File: config.mk
export PLATFORM = sky130hd
export DESIGN_NAME = uart_psram_bridge
export DESIGN_NICKNAME = d
export VERILOG_FILES = /design/src/rtl/bridge_pkg.sv /design/src/rtl/cmd_fifo.sv /design/src/rtl/uart_psram_bridge.sv
export SDC_FILE = /design/constraint.sdc
export NUM_CORES = 1
export LEC_CHECK = 0
export BUFFER_PORTS_ARGS = -buffer_cell sky130_fd_sc_hd__clkbuf_2
export CAP_MARGIN = 10
export CORE_MARGIN = 2
export CORE_UTILIZATION = 38
export CTS_BUF_LIST = sky130_fd_sc_hd__clkbuf_2
export DETAILED_ROUTE_END_ITERATION = 10
export MAX_ROUTING_LAYER = met4
export SLEW_MARGIN = 20
export SYNTH_ARGS = -nofsm -noshare
export SYNTH_HDL_FRONTEND = slang
export SYNTH_SLANG_ARGS = --single-unit
File: constraint.sdc
create_clock -name sys_clk -period 7.47 [get_ports sys_clk]
set_clock_uncertainty 0.15 [all_clocks]
set_input_delay 0.3735 -clock sys_clk [delete_from_list [all_inputs] [get_ports sys_clk]]
set_output_delay 0.3735 -clock sys_clk [all_outputs]
set_load 0.03 [all_outputs]
File: src/rtl/bridge_pkg.sv
// Shared types and constants for the UART-to-PSRAM command bridge.
package bridge_pkg;

    localparam int unsigned ADDR_W = 23;
    localparam int unsigned DATA_W = 16;
    localparam int unsigned CMD_W  = 1 + ADDR_W + DATA_W;

    localparam logic [1:0] RW_WRITE = 2'd1;
    localparam logic [1:0] RW_READ  = 2'd2;

    localparam logic [DATA_W-1:0] DEF_ACK_WORD = 16'h4F4B;
    localparam logic [DATA_W-1:0] DEF_ERR_WORD = 16'h4552;

    typedef enum logic [1:0] {
        IDLE = 2'd0,
        REQ  = 2'd1,
        RESP = 2'd2
    } state_t;

    // One queued command: {we, addr, wdata}
    typedef struct packed {
        logic              we;
        logic [ADDR_W-1:0] addr;
        logic [DATA_W-1:0] wdata;
    } cmd_t;

    // Only write and read commands are accepted into the queue
    function automatic logic rw_valid(input logic [1:0] rw);
        return (rw == RW_WRITE) || (rw == RW_READ);
    endfunction

endpackage

File: src/rtl/cmd_fifo.sv
// Synchronous show-ahead FIFO with registered count and full/empty flags.
module cmd_fifo #(
    parameter int unsigned DEPTH = 4,
    parameter int unsigned WIDTH = 40
) (
    input  logic                   clk,
    input  logic                   rst,
    input  logic                   i_push,
    input  logic [WIDTH-1:0]       i_wdata,
    input  logic                   i_pop,
    output logic [WIDTH-1:0]       o_rdata,
    output logic                   o_full,
    output logic                   o_empty,
    output logic [$clog2(DEPTH):0] o_count
);

    localparam int unsigned PTR_W = $clog2(DEPTH);
    localparam int unsigned CNT_W = PTR_W + 1;

    logic [WIDTH-1:0] r_mem [DEPTH];
    logic [PTR_W-1:0] r_wr_ptr;
    logic [PTR_W-1:0] r_rd_ptr;
    logic [CNT_W-1:0] r_count;
    logic             r_full;
    logic             r_empty;

    logic             w_push;
    logic             w_pop;
    logic [CNT_W-1:0] w_count_nxt;

    assign w_push = i_push && !r_full;
    assign w_pop  = i_pop && !r_empty;

    // Occupancy after this edge
    always_comb begin
        w_count_nxt = r_count;
        if (w_push && !w_pop) begin
            w_count_nxt = r_count + CNT_W'(1);
        end else if (!w_push && w_pop) begin
            w_count_nxt = r_count - CNT_W'(1);
        end
    end

    // Pointers, count and flags
    always_ff @(posedge clk) begin
        if (rst) begin
            r_wr_ptr <= '0;
            r_rd_ptr <= '0;
            r_count  <= '0;
            r_full   <= 1'b0;
            r_empty  <= 1'b1;
        end else begin
            if (w_push) begin
                r_wr_ptr <= r_wr_ptr + PTR_W'(1);
            end
            if (w_pop) begin
                r_rd_ptr <= r_rd_ptr + PTR_W'(1);
            end
            r_count <= w_count_nxt;
            r_full  <= (w_count_nxt == CNT_W'(DEPTH));
            r_empty <= (w_count_nxt == '0);
        end
    end

    // Storage, not reset
    always_ff @(posedge clk) begin
        if (w_push) begin
            r_mem[r_wr_ptr] <= i_wdata;
        end
    end

    assign o_rdata = r_mem[r_rd_ptr];
    assign o_full  = r_full;
    assign o_empty = r_empty;
    assign o_count = r_count;

endmodule

File: src/rtl/uart_psram_bridge.sv
// Queues UART commands, issues them to the PSRAM controller and paces responses to the UART transmitter.
module uart_psram_bridge
    import bridge_pkg::*;
#(
    parameter int unsigned FIFO_DEPTH     = 4,
    parameter int unsigned TIMEOUT_CYCLES = 1024,
    parameter int unsigned TX_GAP_CYCLES  = 5000,
    parameter logic [15:0] ACK_WORD       = DEF_ACK_WORD,
    parameter logic [15:0] ERR_WORD       = DEF_ERR_WORD
) (
    input  logic        sys_clk,
    input  logic        rst,
    input  logic        quad_start,
    input  logic [1:0]  read_write,
    input  logic [22:0] address,
    input  logic [15:0] data_in,
    output logic        mem_req,
    output logic        mem_we,
    output logic [22:0] mem_addr,
    output logic [15:0] mem_wdata,
    input  logic        mem_ack,
    input  logic [15:0] mem_rdata,
    output logic        send_uart,
    output logic [15:0] send_msg,
    output logic        busy,
    output logic        overflow,
    output logic        timeout_err
);

    localparam int unsigned TMO_W  = $clog2(TIMEOUT_CYCLES) + 1;
    localparam int unsigned GAP_W  = $clog2(TX_GAP_CYCLES) + 1;
    localparam int unsigned FCNT_W = $clog2(FIFO_DEPTH) + 1;

    state_t            r_state;
    logic              r_req;
    logic              r_we;
    logic [22:0]       r_addr;
    logic [15:0]       r_wdata;
    logic [15:0]       r_msg;
    logic              r_send;
    logic              r_busy;
    logic              r_ovf;
    logic              r_tmo_err;
    logic [TMO_W-1:0]  r_tmo;
    logic [GAP_W-1:0]  r_gap;

    state_t            w_state_nxt;
    logic              w_req_nxt;
    logic              w_we_nxt;
    logic [22:0]       w_addr_nxt;
    logic [15:0]       w_wdata_nxt;
    logic [15:0]       w_msg_nxt;
    logic              w_send_nxt;
    logic              w_tmo_err_nxt;
    logic [TMO_W-1:0]  w_tmo_nxt;
    logic              w_gap_load;

    logic              w_cmd_valid;
    logic              w_push;
    logic              w_drop;
    logic              w_pop;
    cmd_t              w_push_cmd;
    cmd_t              w_head;
    logic              w_fifo_full;
    logic              w_fifo_empty;
    logic [FCNT_W-1:0] w_fifo_cnt;
    logic [FCNT_W-1:0] w_fifo_cnt_nxt;

    // Push decision: fullness is judged on the registered flag, so a same-cycle pop never frees a slot
    assign w_cmd_valid = quad_start && rw_valid(read_write);
    assign w_push      = w_cmd_valid && !w_fifo_full;
    assign w_drop      = w_cmd_valid && w_fifo_full;

    // Pack the incoming command
    always_comb begin
        w_push_cmd.we    = (read_write == RW_WRITE);
        w_push_cmd.addr  = address;
        w_push_cmd.wdata = data_in;
    end

    cmd_fifo #(
        .DEPTH (FIFO_DEPTH),
        .WIDTH (CMD_W)
    ) u_cmd_fifo (
        .clk     (sys_clk),
        .rst     (rst),
        .i_push  (w_push),
        .i_wdata (w_push_cmd),
        .i_pop   (w_pop),
        .o_rdata (w_head),
        .o_full  (w_fifo_full),
        .o_empty (w_fifo_empty),
        .o_count (w_fifo_cnt)
    );

    // FIFO occupancy after this edge, used to register busy without a cycle of lag
    always_comb begin
        w_fifo_cnt_nxt = w_fifo_cnt;
        if (w_push && !w_pop) begin
            w_fifo_cnt_nxt = w_fifo_cnt + FCNT_W'(1);
        end else if (!w_push && w_pop) begin
            w_fifo_cnt_nxt = w_fifo_cnt - FCNT_W'(1);
        end
    end

    // Next-state and registered-output logic of the sequencer
    always_comb begin
        w_state_nxt   = r_state;
        w_req_nxt     = r_req;
        w_we_nxt      = r_we;
        w_addr_nxt    = r_addr;
        w_wdata_nxt   = r_wdata;
        w_msg_nxt     = r_msg;
        w_send_nxt    = 1'b0;
        w_tmo_err_nxt = r_tmo_err;
        w_tmo_nxt     = r_tmo;
        w_gap_load    = 1'b0;
        w_pop         = 1'b0;

        case (r_state)
            IDLE: begin
                if (!w_fifo_empty) begin
                    w_pop       = 1'b1;
                    w_we_nxt    = w_head.we;
                    w_addr_nxt  = w_head.addr;
                    w_wdata_nxt = w_head.wdata;
                    w_req_nxt   = 1'b1;
                    w_tmo_nxt   = '0;
                    w_state_nxt = REQ;
                end
            end
            REQ: begin
                // Ack is checked first so it wins over a coincident timeout
                if (mem_ack) begin
                    w_req_nxt   = 1'b0;
                    w_msg_nxt   = r_we ? ACK_WORD : mem_rdata;
                    w_state_nxt = RESP;
                end else if (r_tmo == TMO_W'(TIMEOUT_CYCLES - 1)) begin
                    w_req_nxt     = 1'b0;
                    w_msg_nxt     = ERR_WORD;
                    w_tmo_err_nxt = 1'b1;
                    w_state_nxt   = RESP;
                end else begin
                    w_tmo_nxt = r_tmo + TMO_W'(1);
                end
            end
            RESP: begin
                if (r_gap == '0) begin
                    w_send_nxt  = 1'b1;
                    w_gap_load  = 1'b1;
                    w_state_nxt = IDLE;
                end
            end
            default: begin
                w_state_nxt = IDLE;
            end
        endcase
    end

    // State and output registers
    always_ff @(posedge sys_clk) begin
        if (rst) begin
            r_state   <= IDLE;
            r_req     <= 1'b0;
            r_we      <= 1'b0;
            r_addr    <= '0;
            r_wdata   <= '0;
            r_msg     <= '0;
            r_send    <= 1'b0;
            r_tmo_err <= 1'b0;
            r_tmo     <= '0;
            r_busy    <= 1'b0;
        end else begin
            r_state   <= w_state_nxt;
            r_req     <= w_req_nxt;
            r_we      <= w_we_nxt;
            r_addr    <= w_addr_nxt;
            r_wdata   <= w_wdata_nxt;
            r_msg     <= w_msg_nxt;
            r_send    <= w_send_nxt;
            r_tmo_err <= w_tmo_err_nxt;
            r_tmo     <= w_tmo_nxt;
            r_busy    <= (w_fifo_cnt_nxt != '0) || (w_state_nxt != IDLE);
        end
    end

    // Sticky overflow flag for dropped commands
    always_ff @(posedge sys_clk) begin
        if (rst) begin
            r_ovf <= 1'b0;
        end else if (w_drop) begin
            r_ovf <= 1'b1;
        end
    end

    // Transmit spacing counter, free-running down to zero
    always_ff @(posedge sys_clk) begin
        if (rst) begin
            r_gap <= '0;
        end else if (w_gap_load) begin
            r_gap <= GAP_W'(TX_GAP_CYCLES);
        end else if (r_gap != '0) begin
            r_gap <= r_gap - GAP_W'(1);
        end
    end

    assign mem_req     = r_req;
    assign mem_we      = r_we;
    assign mem_addr    = r_addr;
    assign mem_wdata   = r_wdata;
    assign send_uart   = r_send;
    assign send_msg    = r_msg;
    assign busy        = r_busy;
    assign overflow    = r_ovf;
    assign timeout_err = r_tmo_err;

endmodule

==> metrics.md, run 1 <==
| Metric | Value |
|---|---|
| Avg Cell Area, Syn | `14.3 um^2` |
| Initial Utilization | `0.387` |
| DR top layer | `met4` |
| Status | `finished, final reports clean` |
| Routed wl met2 | `9720 um` |
| Final setup fails | `0` |
| Vias in the first global route | `6418` |
| H-Tree Depth | `3` |
| Hold crit path type | `primary input to flop` |
| Max Cap Violations | `0` |
| Worst Path Arrival | `3.13 ns` |
| Clk pwr share | `0.249` |
| Peak supply drop | `145 uV` |
| Final WS setup | `4.78 ns` |
| Setup_tns | `0 ns` |
| Antenna-violating nets left | `0` |
| Router iterations before antenna repair | `5` |
| Asr flop ratio synth | `0` |
| Root buffer cell | `clkbuf_2` |
| First-pass GRT wire length | `32500 um` |
| Via density | `4.86` |
| Netlist cell types | `49` |
| Final Hold Vio Count | `0` |
| Die area | `26800 um^2` |
| Total length of routed met3 wires | `1020 um` |
| CTS Buffer Depth | `3` |
| Sequential Power Share | `0.465` |
| Combinational share of power | `0.286` |
| Syn_nets | `749` |
| Initial DRC count | `316` |
| Num CTS Buffers | `66` |
| Unrepaired setup endpoints after global routing | `false` |
| Hold Path Depth | `3` |
| Area Overhead vs Synth | `22.7%` |
| Top Ports | `122` |
| Leakage power total | `4.37 nW` |
| Nature of the critical path endpoint | `flop` |
| Psw | `0.00136 W` |
| Post-layout nets | `976` |
| Final HPWL DP | `11500 um` |
| Internal power | `0.00255 W` |
| Min Hold Slack | `0.147 ns` |
| Slew @ Worst Pin | `0.942 ns` |
| CP startpoint kind | `flop` |
| Initial antenna violation count | `0` |
| Die Ht | `164 um` |
| R2r worst-path depth | `6` |
| Synthesized instance count | `678` |
| Critical path required time | `7.91 ns` |
| Layout Utilization | `0.474` |
| GR Util All Layers | `0.160` |
| Clock-pin slew on the worst setup and hold paths | `0.10 ns` |
| Area of the core | `25100 um^2` |
| Largest net degree at the start of global routing | `84` |
| Detailed Route WL | `20300 um` |
| CTS tree | `done` |
| Post-DR wirelength/cell | `15.8 um` |
| DRC viols | `0` |
| Synth Register Bits | `257` |
| Row cnt | `58` |
| GRT overflow | `0` |
| Max Slew Vio Count | `0` |
| Routability congestion estimate | `0.756` |
| Clock latency on the worst-skew pair | `0.78 ns` |
| Setup CP Type | `flop to flop` |
| Layout cells sized above 1 | `0.300` |
| Final Critical Period | `2.69 ns` |
| Die Width | `164 um` |
| Net Sw Frac | `0.348` |
| Synth Cell Area | `9710 um^2` |
| CP Max Fanout | `17` |
| N_diodes | `0` |
| Sequential area share after synthesis | `0.695` |
| Ys flop type | `edfxtp_1` |
| F_max | `0.371 GHz` |
| Power Dens Cells | `328 nW/um^2` |
| M1 WL | `9180 um` |
| Port-buffer cells | `121` |
| Number of synthesized flops with an enable pin | `160` |
| Synth Warn # | `0` |
| Placement Setup Slack | `4.76 ns` |
| Vias | `6226` |
| Normalized max-slew margin | `0.372` |
| Final worst-path cycle share | `0.361` |
| # clock sinks | `257` |
worst max-delay path: stages, from the launching register on:
cell,delay [ns]
dfxtp_1,0.42
nand4_1,0.19
nor2_1,0.45
a31oi_2,0.44
nor3_1,0.26
dlygate4sd3_1,0.58
nor3_1,0.04
placed cells by master, fill, tap and decap left out, types with 6 or more instances in the layout:
cell type      instances
a21oi_1               54
edfxtp_1             160
a211oi_1              10
nor2_1                51
xnor2_1                7
mux4_2                40
buf_4                  6
dlygate4sd3_1         66
clkinv_1              12
inv_1                 14
nand2_1               92
dfxtp_1               95
o21ai_0               11
a22oi_1                6
xor2_1                 8
ha_1                  10
clkbuf_2             219
nor3_1                18
cell families (layout without fill, tap and decap cells):
group / after synthesis / count (layout) / share of synthesized area
compound gates: 96 / 96 / 0.0595
xor+xnor: 15 / 15 / 0.0135
fa+ha+maj: 10 / 10 / 0.0129
buf+inv: 48 / 322 / 0.0216
flops: 257 / 257 / 0.695
mux: 44 / 44 / 0.0969
simple gates: 208 / 208 / 0.101
sequential cells by signal, indices dropped and copies added (netlist names):
| name | cells |
|---|---|
| busy | 1 |
| mem_addr | 23 |
| mem_req | 1 |
| mem_wdata | 16 |
| mem_we | 1 |
| overflow | 1 |
| r_gap | 14 |
| r_state | 2 |
| r_tmo | 11 |
| send_msg | 16 |
| send_uart | 1 |
| timeout_err | 1 |
| u_cmd_fifo.o_count | 3 |
| u_cmd_fifo.o_empty | 1 |
| u_cmd_fifo.o_full | 1 |
| u_cmd_fifo.r_mem | 160 |
| u_cmd_fifo.r_rd_ptr | 2 |
| u_cmd_fifo.r_wr_ptr | 2 |
stage by stage:
stage / instances / cell area (um^2) / total power (W)
2_1_floorplan: 678 / 9710 / 0.00266
6_report: 1282 / 11900 / 0.00391
3_3_place_gp: 1101 / 10600 / 0.00294
5_1_grt: 1282 / 11900 / 0.00416
3_5_place_dp: 1101 / 10600 / 0.00295
4_1_cts: 1282 / 11900 / 0.00397
final cells by class:
class                   instances  area (um^2)
fillers                      2336        13200
flip-flops and latches        257         6750
multi-input cells             373         2770
repair buffers                193         1310
clock buffers                  99          495
well taps                     330          413
clock inverters                16          120
inverters                      14         52.6
power groups by stage:
stage / Sequential (W) / Combinational [W] / Clock (W)
2_1_floorplan: 0.00196 / 0.000694 / 0
5_1_grt: 0.00184 / 0.00124 / 0.00108
3_5_place_dp: 0.00185 / 0.00110 / 0
3_3_place_gp: 0.00185 / 0.00109 / 0
6_report: 0.00182 / 0.00112 / 0.000974
4_1_cts: 0.00182 / 0.00114 / 0.00101
repair_timing:
| item | in CTS | in global routing |
|---|---|---|
| hold buffers | 66 | 0 |
| hold endpoints to repair | 184 | 0 |
| resized for setup | 0 | 0 |
| buffers inserted | 0 | 0 |
synth_stat cells (all sizes together) (2+ instances only):
cell type,n,area share
mux4,40,0.093
a311oi,3,0.0027
nand3b,4,0.0031
nand2b,5,0.0032
nand4,2,0.0013
xnor2,7,0.0063
nor3,19,0.0098
clkbuf,17,0.0076
a31oi,3,0.0026
nand3,3,0.0015
dfxtp,97,0.20
or2,2,0.0013
nor2,51,0.020
buf,17,0.0086
a22oi,7,0.0059
a21oi,54,0.028
a211oi,10,0.0077
and3,5,0.0032
nor4,2,0.0035
and2,7,0.0045
mux2i,4,0.0041
edfxtp,160,0.49
xor2,8,0.0072
nor2b,3,0.0019
or3,6,0.0039
o21ai,11,0.0057
nor3b,3,0.0023
ha,10,0.013
inv,14,0.0054
nand2,92,0.036
worst paths after layout:
path	startpoint	end	slack, ns
worst max-delay path	r_tmo[4]	send_msg[10]	4.78
worst max register to register	r_tmo[4]	send_msg[10]	4.78
worst min-delay path	rst	u_cmd_fifo.r_rd_ptr[0]	0.15
worst min register to register	mem_wdata[1]	mem_wdata[1]	0.31
metal layers:
layer	vias to the layer above	global-route usage
met5	-	-
met4	0	0.0622
met3	33	0.0369
met2	176	0.256
met1	3023	0.197
li1	2994	-
Power figures use the tool's default switching activity.
==> run 2: changes to the inputs <==
==> constraint.sdc (replaced) <==
create_clock -name sys_clk -period 2.5 [get_ports sys_clk]
set_clock_uncertainty 0.15 [all_clocks]
set_input_delay 0.125 -clock sys_clk [delete_from_list [all_inputs] [get_ports sys_clk]]
set_output_delay 0.125 -clock sys_clk [all_outputs]
set_load 0.03 [all_outputs]
==> metrics.md, run 2 (synthesized netlist as in run 1, its figures left out) <==
| Metric | Value |
|---|---|
| Worst Path Buf+Inv | `5` |
| Max Slew Vio Count | `0` |
| Post-Layout Cell Count | `1375` |
| CTS Buffer Depth | `3` |
| Routability congestion estimate | `0.756` |
| CP startpoint kind | `primary input` |
| First-pass GRT wire length | `34800 um` |
| Worst Path Arrival | `2.90 ns` |
| F_max | `0.411 GHz` |
| DR top layer | `met4` |
| Layout cells sized above 1 | `0.307` |
| Initial Utilization | `0.387` |
| Final Critical Period | `2.43 ns` |
| Unrepaired setup endpoints after global routing | `false` |
| Final HPWL DP | `12400 um` |
| Most frequent cells in the layout | `clkbuf_2, edfxtp_1, dlygate4sd3_1` |
| Setup_tns | `0 ns` |
| Slew @ Worst Pin | `0.494 ns` |
| Layout fillers | `2210` |
| Vias in the first global route | `6805` |
| H-Tree Depth | `3` |
| Max incr delay on CP | `0.58 ns` |
| Largest register by flop count | `u_cmd_fifo.r_mem` |
| Hold crit path type | `primary input to flop` |
| Setup CP Type | `primary input to flop` |
| Largest net degree at the start of global routing | `42` |
| DRC viols | `0` |
| Port-buffer cells | `121` |
| Cells along the critical path | `dlygate4sd3_1 -> clkbuf_2 -> inv_1 -> ha_1 -> dlygate4sd3_1 -> nor3b_1 -> buf_4 -> nor2_1 -> a22oi_2 -> mux2i_2 -> a41oi_1` |
| CP Max Fanout | `11` |
| CTS tree | `done` |
| Die Ht | `164 um` |
| Clock latency on the worst-skew pair | `0.77 ns` |
| Critical path required time | `2.97 ns` |
| Top Ports | `122` |
| Nature of the critical path endpoint | `flop` |
| Placement Setup Slack | `0.385 ns` |
| Cell family with the largest share of critical-path delay | `buffers and inverters` |
| Final WS setup | `0.0651 ns` |
| Post-DR wirelength/cell | `15.6 um` |
| Root buffer cell | `clkbuf_2` |
| Finished Cell Area | `12800 um^2` |
| Vias | `6662` |
| Slowest stage cell, crit path | `dlygate4sd3_1` |
| Routed wl met2 | `10600 um` |
| Leakage power total | `4.79 nW` |
| Commonest non-fill, non-tap cell in the layout | `clkbuf_2` |
| Layout Utilization | `0.511` |
| # clock sinks | `257` |
| Initial antenna violation count | `1` |
| Power Dens Cells | `931 nW/um^2` |
| Status | `finished, final reports clean` |
| Detailed Route WL | `21400 um` |
| Post-layout nets | `1061` |
| DP Area | `10800 um^2` |
| Clock-pin slew on the worst setup and hold paths | `0.11 ns` |
| Router iterations before antenna repair | `4` |
| Most common cell on crit path | `dlygate4sd3_1` |
| Final worst-path cycle share | `0.974` |
| Via density | `4.85` |
| Max Cap Violations | `0` |
| Row cnt | `58` |
| Total length of routed met3 wires | `1240 um` |
| Area Overhead vs Synth | `32.1%` |
| Inst Count DP | `1117` |
| Area of the core | `25100 um^2` |
| Num CTS Buffers | `68` |
| Final Hold Vio Count | `0` |
| GRT overflow | `0` |
| Normalized max-slew margin | `0.670` |
| M1 WL | `9340 um` |
| Number of flip-flops in the largest register | `160` |
| Initial DRC count | `340` |
| Final setup fails | `0` |
| Die area | `26800 um^2` |
| Peak supply drop | `507 uV` |
| Die Width | `164 um` |
| GR Util All Layers | `0.171` |
| Antenna-violating nets left | `0` |
run 2: changes by cell type in the layout (fill, tap and decap cells not counted), moves of 2 or more:
cell / previous run / this run
and2_2: 2 / 4
and2_4: 2 / 0
buf_12: 0 / 7
buf_4: 6 / 15
clkbuf_2: 219 / 233
clkinv_1: 12 / 5
clkinv_4: 0 / 2
dfxtp_2: 1 / 3
dlygate4sd3_1: 66 / 133
inv_2: 0 / 2
run 2: final cells by class:
class                   instances  area [um^2]  share of cell area
repair buffers                276         2190               0.171
well taps                     330          413              0.0322
clock buffers                 113          566              0.0441
multi-input cells             373         2770               0.216
clock inverters                11         81.3             0.00634
inverters                      14         52.6             0.00410
diodes                          1         2.50            0.000195
flip-flops and latches        257         6750               0.526
run 2: repair_timing:
| action | in CTS | in global routing |
|---|---|---|
| buffers inserted | 0 | 0 |
| gates resized for setup | 0 | 3 |
| hold buffers | 133 | 0 |
| endpoints found under the hold margin | 262 | 0 |
| endpoints found under the setup margin | 0 | 12 |
run 2: path summary, 6_finish.rpt:
| check | startpoint | end | slack [ns] | depth (start not counted) |
|---|---|---|---|---|
| worst min-delay path | rst | r_state[1] | 0.18 | 3 |
| worst max register to register | r_tmo[5] | send_msg[10] | 0.18 | 8 |
| worst min register to register | timeout_err | timeout_err | 0.30 | 2 |
| worst max-delay path | read_write[1] | busy | 0.07 | 11 |
run 2: routing by layer:
metal	track usage	up-vias
met5	-	-
met4	0.0554	0
met3	0.0472	30
met2	0.276	197
met1	0.210	3244
li1	-	3191
run 2: metrics by stage:
stage	hold slack, ns	total power (W)
floorplan	0.0739	0.00794
global placement	0.202	0.00890
detailed placement	0.204	0.00893
CTS	0.0696	0.0121
global route	0.0805	0.0127
finish	0.185	0.0119
run 2: worst reg2reg max path: stages (launching register included):
cell           delay, ns
dfxtp_1             0.40
nand4_1             0.21
nor2_1              0.15
buf_4               0.16
a31oi_2             0.08
buf_4               0.20
nor3_1              0.20
dlygate4sd3_1       0.60
nor3_1              0.05
run 2: where the power goes:
part           switching [W]  leakage (nW)  total, W  internal [W]
logic                0.00211          2.03   0.00362       0.00152
clock network        0.00166         0.508   0.00295       0.00129
registers           0.000345          2.25   0.00537       0.00503
